<file path="config.mk">
export PLATFORM = sky130hd
export DESIGN_NAME = fetch_unit_flat
export DESIGN_NICKNAME = d
export VERILOG_FILES = /design/src/rtl/fetch_unit_if.sv /design/src/rtl/fetch_unit.sv /design/src/flat_wrapper.sv
export SDC_FILE = /design/constraint.sdc
export NUM_CORES = 1
export LEC_CHECK = 0
export ABC_CLOCK_PERIOD_IN_PS = 3900
export CAP_MARGIN = 10
export CORE_UTILIZATION = 57
export CTS_BUF_LIST = sky130_fd_sc_hd__clkbuf_8 sky130_fd_sc_hd__clkbuf_16
export CTS_CLUSTER_SIZE = 30
export DETAILED_ROUTE_END_ITERATION = 10
export DONT_BUFFER_PORTS = 1
export GPL_TIMING_DRIVEN = 0
export PLACE_DENSITY_LB_ADDON = 0.2
export SYNTH_ARGS = -nofsm -noshare
export SYNTH_HDL_FRONTEND = slang
export SYNTH_SLANG_ARGS = --single-unit
</file>
<file path="constraint.sdc">
create_clock -name CLK -period 3.9 [get_ports CLK]
set_input_delay 0.78 -clock CLK [delete_from_list [all_inputs] [get_ports CLK]]
set_output_delay 0.78 -clock CLK [all_outputs]
set_load 0.005 [all_outputs]
</file>
<file path="src/rtl/fetch_unit_if.sv">
// Fetch front-end bus: icache request/response, redirect/halt control and the decode-side head port.
interface fetch_unit_if #(
  parameter int ADDR_W = 32,
  parameter int WORD_W = 32
);
  logic              imemREN;
  logic [ADDR_W-1:0] imemaddr;
  logic [WORD_W-1:0] imemload;
  logic              ihit;
  logic              redirect;
  logic [ADDR_W-1:0] redirect_pc;
  logic              halt;
  logic              inst_valid;
  logic [WORD_W-1:0] inst;
  logic [ADDR_W-1:0] inst_pc;
  logic              inst_ready;

  modport master (
    output imemREN, imemaddr, inst_valid, inst, inst_pc,
    input  imemload, ihit, redirect, redirect_pc, halt, inst_ready
  );

  modport slave (
    input  imemREN, imemaddr, inst_valid, inst, inst_pc,
    output imemload, ihit, redirect, redirect_pc, halt, inst_ready
  );
endinterface

</file>
<file path="src/rtl/fetch_unit.sv">
// Instruction fetch front end: fetch PC, icache request, DEPTH-entry prefetch queue feeding decode.
// Optional stats counters are built when FETCH_STATS_EN is defined.
module fetch_unit #(
  parameter int ADDR_W = 32,
  parameter int WORD_W = 32,
  parameter int DEPTH  = 4,
  parameter logic [ADDR_W-1:0] PC_INIT = '0
) (
  input  logic                     CLK,
  input  logic                     RST,
  fetch_unit_if.master             fif,
  output logic [$clog2(DEPTH):0]   count,
  output logic [31:0]              fetched_cnt,
  output logic [31:0]              flush_cnt
);
  localparam int PW = $clog2(DEPTH);
  localparam int CW = PW + 1;
  localparam logic [CW-1:0] FULL_CNT = CW'(DEPTH);

  typedef struct packed {
    logic [ADDR_W-1:0] pc;
    logic [WORD_W-1:0] word;
  } entry_t;

  entry_t            q [DEPTH];
  entry_t            hd;
  logic [ADDR_W-1:0] fpc;
  logic [PW-1:0]     head, tail;
  logic              full, push, pop;

  assign full         = (count == FULL_CNT);
  assign fif.imemREN  = !RST && !fif.halt && !fif.redirect && !full;
  assign fif.imemaddr = fpc;
  // imemREN already excludes reset, redirect and halt, so a discarded ihit never pushes
  assign push         = fif.imemREN && fif.ihit;
  assign pop          = (count != '0) && fif.inst_ready;

  assign hd             = q[head];
  assign fif.inst_valid = (count != '0);
  assign fif.inst       = hd.word;
  assign fif.inst_pc    = hd.pc;

  always_ff @(posedge CLK) begin
    if (RST) begin
      fpc   <= PC_INIT;
      head  <= '0;
      tail  <= '0;
      count <= '0;
    end else if (fif.redirect) begin
      fpc   <= fif.redirect_pc & ~ADDR_W'(3);
      head  <= '0;
      tail  <= '0;
      count <= '0;
    end else begin
      if (push) begin
        tail <= tail + PW'(1);
        fpc  <= fpc + ADDR_W'(4);
      end
      if (pop) head <= head + PW'(1);
      unique case ({push, pop})
        2'b10:   count <= count + CW'(1);
        2'b01:   count <= count - CW'(1);
        default: count <= count;
      endcase
    end
  end

  // Queue storage needs no reset; count gates visibility of stale entries
  always_ff @(posedge CLK) begin
    if (push) q[tail] <= '{pc: fpc, word: fif.imemload};
  end

`ifdef FETCH_STATS_EN
  always_ff @(posedge CLK) begin
    if (RST) begin
      fetched_cnt <= '0;
      flush_cnt   <= '0;
    end else begin
      if (push)         fetched_cnt <= fetched_cnt + 32'd1;
      if (fif.redirect) flush_cnt   <= flush_cnt + 32'd1;
    end
  end
`else
  assign fetched_cnt = '0;
  assign flush_cnt   = '0;
`endif
endmodule

</file>
<file path="src/flat_wrapper.sv">
// flat-port wrapper written by rule: the top's interface ports become plain ports
module fetch_unit_flat 
#(
  parameter int ADDR_W = 32,
  parameter int WORD_W = 32,
  parameter int DEPTH  = 4,
  parameter logic [ADDR_W-1:0] PC_INIT = '0
)
  (CLK, RST, count, fetched_cnt, flush_cnt, fif_imemREN, fif_imemaddr, fif_inst_valid, fif_inst, fif_inst_pc, fif_imemload, fif_ihit, fif_redirect, fif_redirect_pc, fif_halt, fif_inst_ready);
  fetch_unit_if #(.ADDR_W(ADDR_W), .WORD_W(WORD_W)) fif_i ();
  input  logic CLK;
  input  logic RST;
  output logic [$clog2(DEPTH):0] count;
  output logic [31:0] fetched_cnt;
  output logic [31:0] flush_cnt;
  output wire logic [$bits(fif_i.imemREN)-1:0] fif_imemREN;
  output wire logic [$bits(fif_i.imemaddr)-1:0] fif_imemaddr;
  output wire logic [$bits(fif_i.inst_valid)-1:0] fif_inst_valid;
  output wire logic [$bits(fif_i.inst)-1:0] fif_inst;
  output wire logic [$bits(fif_i.inst_pc)-1:0] fif_inst_pc;
  input wire logic [$bits(fif_i.imemload)-1:0] fif_imemload;
  input wire logic [$bits(fif_i.ihit)-1:0] fif_ihit;
  input wire logic [$bits(fif_i.redirect)-1:0] fif_redirect;
  input wire logic [$bits(fif_i.redirect_pc)-1:0] fif_redirect_pc;
  input wire logic [$bits(fif_i.halt)-1:0] fif_halt;
  input wire logic [$bits(fif_i.inst_ready)-1:0] fif_inst_ready;
  assign fif_imemREN = fif_i.imemREN;
  assign fif_imemaddr = fif_i.imemaddr;
  assign fif_inst_valid = fif_i.inst_valid;
  assign fif_inst = fif_i.inst;
  assign fif_inst_pc = fif_i.inst_pc;
  assign fif_i.imemload = fif_imemload;
  assign fif_i.ihit = fif_ihit;
  assign fif_i.redirect = fif_redirect;
  assign fif_i.redirect_pc = fif_redirect_pc;
  assign fif_i.halt = fif_halt;
  assign fif_i.inst_ready = fif_inst_ready;
  fetch_unit #(.ADDR_W(ADDR_W), .WORD_W(WORD_W), .DEPTH(DEPTH), .PC_INIT(PC_INIT)) u_core (.CLK(CLK), .RST(RST), .fif(fif_i), .count(count), .fetched_cnt(fetched_cnt), .flush_cnt(flush_cnt));
endmodule
</file>
After elaboration in Yosys (flattened, before gate mapping)
Memories as Yosys holds them, arrays and structs flattened. A register that Yosys moved wholly into a read port is not among the register bits.
Index checks and enable logic that the tools add are counted.
- flip-flop bits (word level): 39
- RAM bits: 256
- input port bits: 70
- output and inout bits: 165
- logic and storage cells: 34
- memories kept: 1
- memories (name ; words ; width ; rd ports ; clocked after memory_dff ; write ports ; RTL line ; RTL):
    u_core.q ; 4 ; 64 ; 1 ; 1 ; 1 ; fetch_unit.sv:25 ; entry_t q [DEPTH];
- add/subtract/negate cells: 5
- equality and inequality tests: 3
- multiplexer cells: 7
- reductions and logical operators: 13
- operators by type and width (kind ; count):
    32-bit 2-to-1 mux ; 2
    32-bit by 3-bit adder with 32-bit output, second input constant ; 1
    3-bit case mux with 2 select lines ; 1
    1-bit logical AND ; 5
    2-bit by 1-bit adder with 2-bit output, second input constant ; 2
    1-bit zero test ; 4
    2-bit 2-to-1 mux ; 2
    2-bit nonzero test ; 2
    3-bit by 1-bit adder with 3-bit output, second input constant ; 1
    3-bit == test, second input constant ; 1
    3-bit nonzero test ; 1
    3-bit by 1-bit subtractor with 3-bit output, second input constant ; 1
    2-bit by 1-bit == test with 1-bit output, second input constant ; 1
    2-bit == test, second input constant ; 1
    1-bit 2-to-1 mux ; 2
    2-bit OR reduction ; 1

Depth between registers and ports, before layout
Gate-level depths: netlist of run 1.
- depth in word-level cells: 7
- gate-level depth with buffers: 11
- mapped depth without buffers: 9

Worst setup path after synthesis of run 1
No wires, ideal clock.
- kind: input to register
- start point: in fif_halt
- end point: mem u_core.q[1][0] in the netlist's numbering, enable pin
- library setup time: 426 ps
- data arrival time: 3367 ps
- required time: 3474 ps
- slack: 107 ps
- stages on the path: 5
- path buffers: 2
- cells stage by stage: or4b_1 -> buf_4 -> nor2_8 -> clkbuf_1 -> and2_1
- cells in the longest elaborated chain, start to end: 7
- ends and longest elaborated chain (what ; RTL line ; RTL):
    start, declared ; flat_wrapper.sv:25 ; input wire logic [$bits(fif_i.halt)-1:0] fif_halt;
    1-bit zero test ; fetch_unit.sv:32 ; assign fif.imemREN = !RST && !fif.halt && !fif.redirect && !full;
    1-bit logical AND (3 in a row) ; fetch_unit.sv:32 ;
    1-bit logical AND ; fetch_unit.sv:35 ; assign push = fif.imemREN && fif.ihit;
    1-bit 2-to-1 mux ; fetch_unit.sv:70 ; if (push) q[tail] <= '{pc: fpc, word: fif.imemload};
    1-bit 2-to-1 mux (implied by the code) ; fetch_unit.sv:70 ;
    end, declared ; fetch_unit.sv:25 ;
Every way passes these cells.

==> results of run 1 <==
[placed cells by master, fill, tap and decap left out, types with 3 or more instances in the layout]
master and n:
edfxtp_1 248, buf_4 69, conb_1 68, mux4_2 62
dfxtp_1 39, nand2_1 32, clkbuf_16 31, nor2_1 23
clkbuf_1 21, inv_1 19, a21oi_1 18, a31oi_1 14
nand3_1 13, xor2_1 11, nand4_1 11, and2_1 9
o21ai_0 8, buf_2 7, and3_1 7, o22ai_1 6
ha_1 6, clkbuf_8 6, nor3_1 5, clkinv_2 5
or3_1 4, and2_4 4, o311ai_0 4, buf_1 3
xnor2_1 3, nor4_1 3, a221o_1 3, bufinv_16 3
buf_16 3
[state kept, by name, summed over array words and instances, names as in the netlist, named ones only]
signal	cells
u_core.fif.imemaddr	30
u_core.count	3
u_core.head	2
u_core.q	248
u_core.tail	2
[logic make-up after synthesis]
kind of cell / share of synthesized area (%)
buffers and inverters: 5.919
multiplexers: 12.44
adder cells (fa/ha/maj): 0.8134
XOR/XNOR: 1.049
flip-flops: 70.38
other: 0.03208
AND/OR/NAND/NOR: 5.694
AO/OA/AOI/OAI: 3.671
[metal layers]
metal  part of all wire [%]  up-vias
li1                       -     2741
met1                     39     3120
met2                     50      294
met3                     10       21
met4                    1.2        0
met5                      0        -
[report_power, final]
part	internal [mW]	leakage, nW	switching (mW)
Clock	1.75	0.531	1.11
Combinational	0.0903	1.47	0.0941
Sequential	3.37	2.54	0.0611
[Yosys cell counts, drive strengths merged (2+ instances only)]
| cell type | count |
|---|---|
| edfxtp | 248 |
| buf | 79 |
| mux4 | 62 |
| dfxtp | 39 |
| nand2 | 32 |
| nor2 | 24 |
| clkbuf | 21 |
| a21oi | 19 |
| a31oi | 14 |
| and2 | 14 |
| inv | 13 |
| nand3 | 13 |
| nand4 | 11 |
| xor2 | 11 |
| o21ai | 8 |
| and3 | 7 |
| ha | 6 |
| nor3 | 6 |
| o22ai | 6 |
| nor4 | 4 |
| o311ai | 4 |
| or3 | 4 |
| a221o | 3 |
| mux2 | 3 |
| xnor2 | 3 |
| a22oi | 2 |
| mux2i | 2 |
| nand3b | 2 |
| or4 | 2 |
[stage by stage]
stage	instance area, µm²	power, mW
2_1_floorplan	11940	3.619
3_3_place_gp	12280	3.663
3_5_place_dp	12390	3.675
4_1_cts	13420	6.516
5_1_grt	13420	6.657
6_report	13420	6.470
[worst register-to-register path: stages, from the launching register on]
cell,delay [ns]
dfxtp_1,0.39
nor3b_2,0.65
nor2_8,0.11
inv_2,0.19
buf_1,0.38
ha_1,0.28
inv_1,0.06
fa_1,0.37
xor2_1,0.16
or3_1,0.31
a21oi_1,0.14
[final timing paths]
path / from / end / cells after the start
worst min-delay path: fif_imemload[5] / u_core.q[2][5] / 0
worst min register to register: u_core.tail[1] / u_core.tail[1] / 2
worst max register to register: u_core.count[2] / u_core.count[2] / 10
worst max-delay path: flop / fif_inst_pc[4] / 3
[cell type report]
class	count	share of cell area, %
sequential	287	61.30
multi-input combinational	347	22.59
clock buffer	37	6.395
buffer	100	4.792
tap	270	2.517
clock inverter	19	1.259
timing repair buffer	4	0.7644
inverter	13	0.3636
antenna	1	0.01864
==> summary.md, run 1 <==
| Metric | Value |
|---|---|
| Status | completed |
| Leakage | between 4 and 5 nW |
| Initial antenna violation count | 1 |
| Cell Pwr Density | 482.1 nW/µm² |
| Die span in y | 145.2 µm |
| Area of the core | just over 20,000 µm² |
| Placed Cells | 1,021 |
| Hold Crit Class | in -> reg |
| Io pins | between 200 and 250 |
| Number of global-route vias before repair | 6,311 |
| I/O Buffers | 0 |
| Routed len/inst | 22.33 µm |
| Share of the synthesized area in the top cell type | 63.71% |
| Critical path's slowest cell | mux4_2 |
| GR Util All Layers | 23.03% |
| Fmax | 320.7 MHz |
| Share of cells above drive strength 1 | ~25% |
| Post CTS Setup Buffer Count | 0 |
| Final period util | ~80% |
| Ys flop type | edfxtp_1 |
| Die Width | 145.2 µm |
| Overflow after GRT | 0 |
| GRT met1 Usage | 29.82% |
| Synth area leader | edfxtp_1 |
| Ys async rst share | 0% |
| Routability cong. | 0.8890 |
| Startpoint types | flop |
| DR pass1 iterations | 5 |
| Yosys cell types | between 50 and 60 |
| Synth warnings | 0 |
| Fillers | 1,402 |
| Final setup margin | 0.7813 ns |
| Met2 usage | 38.08% |
| Row cnt | 52 |
| Clock root buffer | clkbuf_16 |
| # nets final | 860 |
| CTS tree | built |
| Worst path bufs/invs | 2 |
| Synthesized flop and latch total | 287 |
| Clk_lat worst skew | approximately 0.53 ns |
| Antenna-violating nets left | 0 |
| Worst slack, placed | 0.6658 ns |
| Relative slew slack | 44.48% |
| Cell family with most CP delay | buffers and inverters |
| EDFF count, synth | between 200 and 250 |
| Clk buf depth | 3 |
| Reg area | 8228 µm² |
| Met3 usage in global routing | 7.516% |
| CP Cell Sequence | clkbuf_1 -> buf_2 -> mux4_2 |
| Worst Path Class, Setup | reg -> out |
| CTS sink cnt | 287 |
| Non-filler instance count after layout | 1,078 |
| VDD IR max | 0.0003615 V |
| Critical Path RT | around 3.1 ns |
| Period minus WS final | about 3.1 ns |
| Largest net degree at the start of global routing | 43 |
| Worst-path clk slew | 0.06 ns |
| Max Cap Viol | 0 |
| Setup TNS Final | 0 ns |
| CTS Buf Count | 30 |
| Hold Vio Cnt, Final | 0 |
| Hold Slack | 0.3403 ns |
| Register area share after synthesis | 70.38% |
| Avg Vias per Cell | around 5.7 |
| Unrepaired setup endpoints after global routing | no |
| Setup crit end kind | output port |
| GRT busiest layer | met2 |
| Area delta synth->final | 14.81% |
| Syn Inst Count | 680 |
| Initial core utilization | ~58% |
| Max-slew violation count | 0 |
| Clock H-tree levels | 1 |
| Iter 0 DRT Violations | 457 |
| Post-synth design cell area | ~12,000 µm² |
| Arr. time, crit path | 2.34 ns |
| Top post-synthesis cells by area | edfxtp_1, mux4_2, dfxtp_1 |
| Final clock skew | 0.01308 ns |
| Post-CTS Resized | 0 |
| Final setup vio count | 0 |
| Reg2Reg Setup Slack | 0.79 ns |
| DRC viols | 0 |
| Syn Area/Cell | 17.19 µm² |
| Post-Route WL | 24,070 µm |
| Peak fanout along the critical path | 10 |
| DR vias | a little over 6,000 |
| DIE AREA | approximately 21,000 µm² |
| Finished Core Util | between 60% and 70% |
| First-pass GRT wire length | 36,830 µm |
| Hold Buf Count CTS | 0 |
| CP max stage delay | 0.62 ns |
| Slew @ Worst Pin | 0.8264 ns |
| DP HPWL | roughly 16,000 µm |
| Multi-input combinational cell area | 3032 µm² |
(Power assumes the default switching activity.)
==> inputs of run 2 (changes only) <==
- ABC_CLOCK_PERIOD_IN_PS: 3900 -> 2800
- clock period: 3.9 -> 2.8 ns (I/O delays scaled with it)
==> run 2 against run 1 <==
Net effect: design area down 0.59%; wire length is 0.28% lower; via count unchanged; utilization is 0.39 points lower; combinational power is 40% higher; non-clock buffer count is 1 higher; register-to-register slack worse by 0.64 ns; sequential share of layout area is 0.37 points higher.
==> summary.md, run 2 (synthesis gave the netlist of run 1 again) <==
| Metric | Value |
|---|---|
| Max reg flops | between 200 and 250 |
| Setup TNS Final | 0 ns |
| DIE AREA | 21,090 µm² |
| Worst Setup EP | u_core.count[2] |
| Final setup vio count | 0 |
| Area delta synth->final | 14.14% |
| Iter 0 DRT Violations | 474 |
| NetSw | 1.718 mW |
| Worst Path Class, Setup | reg -> reg |
| Routability cong. | 0.8580 |
| Internal Pwr Total | 7.045 mW |
| Setup crit end kind | flop |
| Cell Pwr Density | 656.8 nW/µm² |
| Slew @ Worst Pin | 0.8044 ns |
| Initial core utilization | 57.96% |
| Number of global-route vias before repair | 6,516 |
| Post-Route WL | 24,000 µm |
| Reg2Reg Setup Slack | 0.15 ns |
| Clock share of power | a little over two fifths |
| Largest Register | u_core.q |
| R2R depth | 10 |
| Cell family with most CP delay | simple AND/OR/NAND/NOR gates |
| DR vias | between 6,000 and 7,000 |
| CP Cell Sequence | nor3b_4 -> nor2_8 -> inv_2 -> clkbuf_4 -> ha_1 -> inv_1 -> fa_1 -> xor2_1 -> or3_1 -> a21oi_1 |
| Status | completed |
| Hold Vio Cnt, Final | 0 |
| DR pass1 iterations | 5 |
| VDD IR max | 0.0004507 V |
| Max Cap Viol | 0 |
| Overall Power | 8.763 mW |
| Hold Crit Class | in -> reg |
| Fmax | 377.0 MHz |
| DRC viols | 0 |
| CP max stage delay | 0.40 ns |
| Antenna-violating nets left | 0 |
| Setup crit start | u_core.count[2] |
| Peak fanout along the critical path | 10 |
| CTS sink cnt | ~290 |
| Arr. time, crit path | 3.11 ns |
| CTS Buf Count | 29 |
| Overflow after GRT | 0 |
| Reg area | 8229 µm² |
| Relative slew slack | about 46% |
| Hold Buf Count CTS | 0 |
| Logic pwr share | 2.9% |
| GR Util All Layers | 23.31% |
| Final clock skew | 0.01572 ns |
| Share of cells above drive strength 1 | 25.40% |
| Leakage | 4.509 nW |
| Clock H-tree levels | 1 |
| Hold Slack | around 0.12 ns |
| DP HPWL | 15,920 µm |
| Die Width | 145.2 µm |
| Max-slew violation count | 0 |
| Fillers | between 1,000 and 1,500 |
| Sw frac | 19.61% |
| Unrepaired setup endpoints after global routing | no |
| Final period util | 94.73% |
| Initial antenna violation count | 2 |
| Worst-path clk slew | 0.06 ns |
| Clock root buffer | clkbuf_16 |
| I/O Buffers | 0 |
| First-pass GRT wire length | 37,640 µm |
| Avg Vias per Cell | approximately 5.7 |
| Critical path's slowest cell | dfxtp_1 |
| Startpoint types | flop |
| Io pins | 235 |
| Clk buf depth | 3 |
| Finished Core Util | 66.15% |
| Multi-input combinational cell area | 3038 µm² |
| RR Endpoint | u_core.count[2] |
| Commonest non-fill, non-tap cells in the layout | edfxtp_1, buf_4, conb_1 |
| Largest net degree at the start of global routing | between 40 and 50 |
| Die span in y | 145.2 µm |
| RR Startpoint | u_core.count[2] |
| Worst path bufs/invs | 3 |
| Period minus WS final | 2.652 ns |
| CTS tree | built |
| Critical Path RT | 3.26 ns |
| Reg power frac | 54.5% |
| Most common cell after layout, fill and taps aside | edfxtp_1 |
| WP depth | 10 |
| Area of the core | around 20,000 µm² |
| # nets final | 860 |
| Routed len/inst | 22.32 µm |
| Clk_lat worst skew | 0.53 ns |
| Row cnt | 52 |
## run 2: through the flow
stage,cells,cell area (µm²),setup slack [ns]
floorplan,747,11950,-0.1076
global placement,1017,12280,-0.7863
detailed placement,1021,12380,-0.3913
CTS,1072,13330,0.1001
global route,1075,13340,0.0001894
finish,1075,13340,0.1477
## run 2: area by class of cell
cell class	instances	share of cell area (%)
multi-input combinational	347	22.77
clock inverter	22	1.444
clock buffer	29	5.439
buffer	99	4.970
antenna	2	0.03751
sequential	287	61.67
timing repair buffer	6	0.7689
inverter	13	0.3657
tap	270	2.532
## run 2: per-layer routing
layer / wire length [µm] / track usage, %
met4: 390 / 6.211
met5: 0 / 0
met2: 12150 / 39.71
met3: 2280 / 7.296
met1: 9178 / 28.94
## run 2: power groups by stage
stage | combinational [mW] | sequential (mW) | clock (mW)
2_1_floorplan | 0.208 | 4.83 | 0
3_3_place_gp | 0.239 | 4.86 | 0
3_5_place_dp | 0.248 | 4.87 | 0
4_1_cts | 0.249 | 4.78 | 3.78
5_1_grt | 0.282 | 4.79 | 3.94
6_report | 0.257 | 4.78 | 3.73
## run 2: repair_timing
action	4_1_cts	5_1_grt
endpoints found under the setup margin	62	1
pin swaps	0	0
resized for setup	14	1
hold endpoints to repair	0	0
setup buffers	1	1
## run 2: worst min-delay path by stage
stage	start	to	slack, ns	cells after the start
after floorplan	u_core.tail[1]	u_core.tail[1]	0.47	2
after global placement	u_core.tail[1]	u_core.tail[1]	0.48	2
after detailed placement	u_core.tail[1]	u_core.tail[1]	0.50	2
after CTS	fif_imemload[3]	u_core.q[3][3]	0.10	0
after global routing	fif_imemload[3]	u_core.q[3][3]	0.10	0
final	fif_imemload[6]	u_core.q[1][6]	0.12	0
==> inputs of run 3 (changes only) <==
- HOLD_SLACK_MARGIN: unset -> 0.08
==> results of run 3 <==
Same layout as run 2: the final DEF is identical, and so are final timing and power.
